===== src/rtl/chunked_comparator.sv =====
// Multi-cycle magnitude comparator: walks the operands CHUNK bits per clock,
// most significant chunk first, and stops at the first chunk that differs.
module chunked_comparator #(
  parameter int WIDTH  = 16,
  parameter int CHUNK  = 4,
  parameter int NCHUNK = WIDTH / CHUNK,
  parameter int SW     = $clog2(NCHUNK + 1)
) (
  input  logic          clk,
  input  logic          rst,
  input  logic          start,
  input  logic          signed_mode,
  input  logic [WIDTH-1:0] a,
  input  logic [WIDTH-1:0] b,
  output logic          busy,
  output logic          done,
  output logic          less,
  output logic          greater,
  output logic          equal,
  output logic [SW-1:0] steps
);

  localparam int IW = (NCHUNK > 1) ? $clog2(NCHUNK) : 1;
  localparam logic [IW-1:0]    TOP_IDX  = IW'(NCHUNK - 1);
  localparam logic [CHUNK-1:0] MSB_MASK = CHUNK'(1) << (CHUNK - 1);

  typedef enum logic {IDLE, RUN} state_e;

  state_e           state_q, state_d;
  logic [WIDTH-1:0] a_q, a_d, b_q, b_d;
  logic             signed_q, signed_d;
  logic [IW-1:0]    idx_q, idx_d;
  logic [SW-1:0]    cnt_q, cnt_d;
  logic             less_q, less_d, greater_q, greater_d, equal_q, equal_d;
  logic [SW-1:0]    steps_q, steps_d;
  logic             done_q, done_d;

  logic [CHUNK-1:0] chunk_a, chunk_b;

  // Flipping the MSB of the top chunk maps two's-complement order onto unsigned order.
  always_comb begin
    chunk_a = a_q[int'(idx_q) * CHUNK +: CHUNK];
    chunk_b = b_q[int'(idx_q) * CHUNK +: CHUNK];
    if (signed_q && (idx_q == TOP_IDX)) begin
      chunk_a = chunk_a ^ MSB_MASK;
      chunk_b = chunk_b ^ MSB_MASK;
    end
  end

  always_comb begin
    // NOTE: every variable gets a default first so no path leaves it unassigned (no latches).
    state_d   = state_q;
    a_d       = a_q;
    b_d       = b_q;
    signed_d  = signed_q;
    idx_d     = idx_q;
    cnt_d     = cnt_q;
    less_d    = less_q;
    greater_d = greater_q;
    equal_d   = equal_q;
    steps_d   = steps_q;
    done_d    = 1'b0;

    unique case (state_q)
      IDLE: begin
        if (start) begin
          a_d      = a;
          b_d      = b;
          signed_d = signed_mode;
          idx_d    = TOP_IDX;
          cnt_d    = '0;
          state_d  = RUN;
        end
      end
      RUN: begin
        cnt_d = cnt_q + SW'(1);
        if (chunk_a != chunk_b) begin
          less_d    = (chunk_a < chunk_b);
          greater_d = (chunk_a > chunk_b);
          equal_d   = 1'b0;
          steps_d   = cnt_q + SW'(1);
          done_d    = 1'b1;
          state_d   = IDLE;
        end else if (idx_q == '0) begin
          less_d    = 1'b0;
          greater_d = 1'b0;
          equal_d   = 1'b1;
          steps_d   = SW'(NCHUNK);
          done_d    = 1'b1;
          state_d   = IDLE;
        end else begin
          idx_d = idx_q - IW'(1);
        end
      end
      default: state_d = IDLE;
    endcase
  end

  // NOTE: sequential state uses non-blocking assignments so every flop samples pre-edge values.
  always_ff @(posedge clk) begin
    if (rst) begin
      state_q   <= IDLE;
      a_q       <= '0;
      b_q       <= '0;
      signed_q  <= 1'b0;
      idx_q     <= TOP_IDX;
      cnt_q     <= '0;
      less_q    <= 1'b0;
      greater_q <= 1'b0;
      equal_q   <= 1'b0;
      steps_q   <= '0;
      done_q    <= 1'b0;
    end else begin
      state_q   <= state_d;
      a_q       <= a_d;
      b_q       <= b_d;
      signed_q  <= signed_d;
      idx_q     <= idx_d;
      cnt_q     <= cnt_d;
      less_q    <= less_d;
      greater_q <= greater_d;
      equal_q   <= equal_d;
      steps_q   <= steps_d;
      done_q    <= done_d;
    end
  end

  assign busy    = (state_q == RUN);
  assign done    = done_q;
  assign less    = less_q;
  assign greater = greater_q;
  assign equal   = equal_q;
  assign steps   = steps_q;

endmodule

===== config.mk =====
export PLATFORM = sky130hd
export DESIGN_NAME = chunked_comparator
export DESIGN_NICKNAME = d
export VERILOG_FILES = /design/src/rtl/chunked_comparator.sv
export SDC_FILE = /design/constraint.sdc
export NUM_CORES = 1
export LEC_CHECK = 0
export BUFFER_PORTS_ARGS = -buffer_cell sky130_fd_sc_hd__buf_2
export CAP_MARGIN = 5
export CORE_UTILIZATION = 57
export CTS_CLUSTER_SIZE = 20
export DETAILED_ROUTE_END_ITERATION = 12
export HOLD_SLACK_MARGIN = 0.15
export MAX_ROUTING_LAYER = met4
export PLACE_DENSITY_LB_ADDON = 0.1
export SLEW_MARGIN = 0
export SYNTH_ARGS = -nofsm -noshare
export SYNTH_HDL_FRONTEND = slang
export SYNTH_SLANG_ARGS = --single-unit

===== constraint.sdc =====
create_clock -name clk -period 5 [get_ports clk]
set_clock_uncertainty 0.05 [all_clocks]
set_input_delay 0.5 -clock clk [delete_from_list [all_inputs] [get_ports clk]]
set_output_delay 0.5 -clock clk [all_outputs]
set_load 0.02 [all_outputs]

# After elaboration in Yosys (flattened, before gate mapping)
# Index checks and enable logic that the tools add are counted.
# op_classes
add_sub_neg	2
order_cmp	2
eq_ne	5
shifts	2
muxes	21
bitwise_logic	3
n_reduce_logical	7
# op_table
op	count
16-bit by 5-bit indexed part select with 4-bit output	2
1-bit two-way mux	10
3-bit two-way mux	3
4-bit two-way mux	2
2-bit two-way mux	3
2-bit inequality test (second input constant)	3
3-bit case mux with 2 select lines	1
4-bit greater-than comparator	1
4-bit less-than comparator	1
4-bit inequality test	1
2-bit case mux with 2 select lines	1
2-bit AND reduction	2
3-bit by 1-bit adder with 3-bit output (second input constant)	1
1-bit NOT	3
3-bit AND reduction	1
2-bit equality test (second input constant)	1
2-bit logical NOT	1
1-bit case mux with 2 select lines	1
2-bit nonzero test	1
2-bit OR reduction	1
2-bit by 1-bit subtractor with 2-bit output (second input constant)	1
1-bit logical AND	1
# totals
reg_bits	46
in_bits	36
out_inout_bits	8
wordCells	53

# Longest topological paths before layout
# logic_depth
ltp_word	6
mapped_depth	8
ltp_nobuf	8

# Least setup slack after synthesis
# Ideal clock, no wire load.
# synth_path
kind	flip-flop to flip-flop
from	register idx_q[0]
to	register steps_q[2], in the netlist steps[2]
setup_time_ns	0.133
t_arrival_ns	2.045
path_slack_ns	2.772
path_stages_with_launch	9
synth_period_minus_slack_ns	2.228
cell_sequence	dfxtp_1 -> buf_6 -> mux4_2 -> xnor2_1 -> ha_1 -> nand4_1 -> and2_1 -> nor3b_1 -> a211oi_1
# synth_via
elab_chain_len	6
# synth_lines
element	line_no	text
from (decl)	32	logic [IW-1:0] idx_q, idx_d;
from (signal assigned)	118	idx_q <= idx_d;
16-bit by 5-bit indexed part select with 4-bit output (tied with other cells)	42	chunk_a = a_q[int'(idx_q) * CHUNK +: CHUNK];
1-bit NOT (no source line) or 1-bit logical AND (tied branches)	-	
4-bit two-way mux	44	if (signed_q && (idx_q == TOP_IDX)) begin
4-bit inequality test	77	if (chunk_a != chunk_b) begin
2-bit nonzero test (no source line)	-	
2-bit AND reduction (no source line)	-	
to (signal assigned)	123	steps_q <= steps_d;
to (decl)	35	logic [SW-1:0] steps_q, steps_d;
# Parallel ways exist; a longest one is shown, timed or not.
# A chain may end at the register's enable or synchronous reset.

# Worst setup path in the final report
# layout_path
from	register idx_q[0]
to	register steps_q[1], in the netlist steps[1]
# Same word-level chain as after synthesis.

==> key figures <==
Logic synthesis
  – Main combinational cell family by area after synthesis: simple AND/OR/NAND/NOR gates
  – Post-Syn Area: 2000 um^2
  – Area share of and/or/nand/nor cells after synthesis: 19.3%
  – Syn Inst Count: 228
  – Adder-Cell Fraction of Synth Area: 4.37%
  – Number of flops mapped to enable cells by yosys: 0
  – Post-synthesis async set-or-reset flop share: 0%
  – FF+latch count, synth: 46
  – Mux share of post-synthesis cell area: 10.8%
  – Main synth FF type: dfxtp_1
  – Distinct cells, synth: 31
  – Synthesis Warnings: 0
  – Post-synthesis compound-gate area fraction: 12.9%
  – Syn Nets: 271
  – Register area share after synthesis: 46.0%
  – Average size of a mapped cell: 8.79 um^2
  – Synth Area in XOR/XNOR: 1.31%

Drt
  – Antenna Nets Post-Route: 0
  – Total Routed Length: 3.69 mm
  – DRC: 0
  – WL/cell: 11.9 um
  – Drt via density: 5.20
  – 1st-pass router iterations: 4
  – Via Count: 1,612
  – DRT iter0 DRCs: 92

Timing
  – Total Neg Setup Slack: 0 ns
  – Slew Limit Fails: 0
  – Crit share post-route: 55.5%
  – Setup Viol. Count Final: 0
  – Slew HR: 43.7%
  – Fin. Hold Viols: 0
  – Max Clk Rate: 360 MHz
  – Fin crit period: 2.78 ns
  – Least-Margin Pin Slew: 0.845 ns
  – Min Hold Slack: 0.303 ns
  – RSZ-0062 raised after global routing: false

Global route
  – First-pass GRT wire length: 6.16 mm
  – Gr ovfl total: 0
  – Vias in the first global route: 1,457
  – Initial antenna violation count: 0
  – Largest net degree at the start of global routing: 48
  – GRT Total Usage: 23.4%

Run
  – Max Cap Viol: 0

Final layout
  – Footprint of the multi-input gates: 978 um^2
  – Non-Filler Instances: 310
  – Commonest non-fill, non-tap cell in the layout: nand2_1
  – Antenna Cells: 0
  – Final net count: 307
  – P&R area growth vs syn: 12.7%
  – Commonest cells after routing, fill and taps aside: nand2_1, dfxtp_1, buf_2
  – Final instance area: 2260 um^2
  – Share of cells above drive strength 1: 20.1%
  – FILL cells: 334
  – Storage cell area: 921 um^2

Status
  – Status: finished, final reports clean

Setup path
  – Setup crit end: steps[1]
  – Req. time, crit path: 5.25 ns
  – CP startpoint: idx_q[0]
  – Crit Path Max Fanout: 12
  – Startpoint types: flop
  – Reg2reg end: steps[1]
  – FF-to-FF path depth: 7
  – Worst R2R Start: idx_q[0]
  – Flop2flop setup slack: 2.22 ns
  – Crit. End Element: flop
  – Worst Path Arrival: 3.02 ns
  – CP Class: flop to flop

Place
  – Routability Congestion: 0.765
  – DP Cell Count: 303
  – Buffers on Ports: 43
  – Placed instance area: 2210 um^2
  – HPWL Detailed: 2.54 mm

CTS
  – Clock Path Buffers: 2
  – CTS Buf Count: 5
  – Post-CTS Setup Bufs: 0
  – Clk_lat worst skew: 0.36 ns
  – Post-cts resize count: 0
  – CTS tree: yes
  – Hold-fix buffers at CTS: 0
  – Clock transition at path regs: 0.12 ns
  – Root Buffer: clkbuf_4
  – CTS Sinks: 46
  – CTS H-tree lvls: 2

Floorplan
  – Core ar.: 3360 um^2
  – Starting Density: 59.6%
  – Die Span Y: 61.3 um
  – Horiz. Die Dim: 61.3 um
  – Ports: 44
  – FP Rows: 21
  – Die footprint: 3760 um^2

Power
  – VDD IR max: 176 uV
  – Tot Pwr: 0.692 mW
  – Leakage power: 1.01 nW
  – Pwr dens: 306 nW/um^2

Min path
  – HP Class: input pin to flop
[layer usage]
| metal | vias up | GRT usage (%) | wire (um) |
|---|---|---|---|
| met5 | - | - | 0 |
| met1 | 727 | 27.5 | 1780 |
| met3 | 6 | 5.67 | 132 |
| li1 | 845 | - | - |
| met2 | 34 | 39.1 | 1730 |
| met4 | 0 | 7.79 | 48 |
[registers in the layout (all words and copies together) (netlist names)]
register	count
signed_q	1
idx_q	2
done	1
greater	1
steps	3
less	1
b_q	16
a_q	16
busy	1
equal	1
cnt_q	3
[kinds of logic (layout without fill, tap and decap cells)]
logic type | Yosys count | count (layout)
flops | 46 | 46
compound gates | 48 | 48
mux | 9 | 9
buf+inv | 23 | 59
simple gates | 92 | 92
fa+ha+maj | 7 | 7
xor+xnor | 3 | 3
[power breakdown]
part	switching, mW	leakage, nW	internal, mW	total (mW)
clock network	0.110	0.0254	0.0532	0.163
registers	0.0172	0.377	0.391	0.408
logic	0.0672	0.604	0.0535	0.121
[cell usage after synthesis, types with 2 or more instances]
library cell   n  area [um^2]
nor3b_1        2         15.0
nand4_1        2         12.5
nor2b_1        2         12.5
nor2_1         9         33.8
inv_1          7         26.3
mux4_1         7          184
nand2_1       70          263
dfxtp_1       46          921
a21oi_1       38          190
nor4_1         2         12.5
ha_1           7         87.6
buf_2         10         50.1
a31oi_1        2         12.5
buf_1          3         11.3
clkbuf_1       2         7.51
o21ai_0        3         15.0
xnor2_1        2         17.5
[critical path: stages, from the launching register on]
cell and delay [ns]:
dfxtp_1 0.67, mux4_1 0.64, xor2_1 0.17, ha_1 0.32, nand4_1 0.19, o21ai_0 0.43
a22oi_1 0.12, nor2_1 0.12
[through the flow]
stage / worst slack (ns) / utilization [%]
CTS: 2.25 / 67.2
finish: 2.22 / 67.2
detailed placement: 2.26 / 65.8
global placement: 2.39 / 65.8
floorplan: 2.77 / -
global route: 2.03 / 67.2
[layout make-up]
cell class / count / share of cell area, %
clock buffers: 7 / 1.99
inverters: 7 / 1.16
multi-input cells: 159 / 43.3
flip-flops and latches: 46 / 40.8
well taps: 46 / 2.55
repair buffers: 45 / 10.2
[worst min-delay path by stage]
stage	startpoint	to	cells after the start
floorplan	a_q[4]	a_q[4]	2
global placement	b_q[12]	b_q[12]	2
detailed placement	a_q[9]	a_q[9]	2
CTS	b[5]	b_q[5]	3
global route	signed_mode	signed_q	3
finish	a[7]	a_q[7]	3
Power figures use the tool's default switching activity.
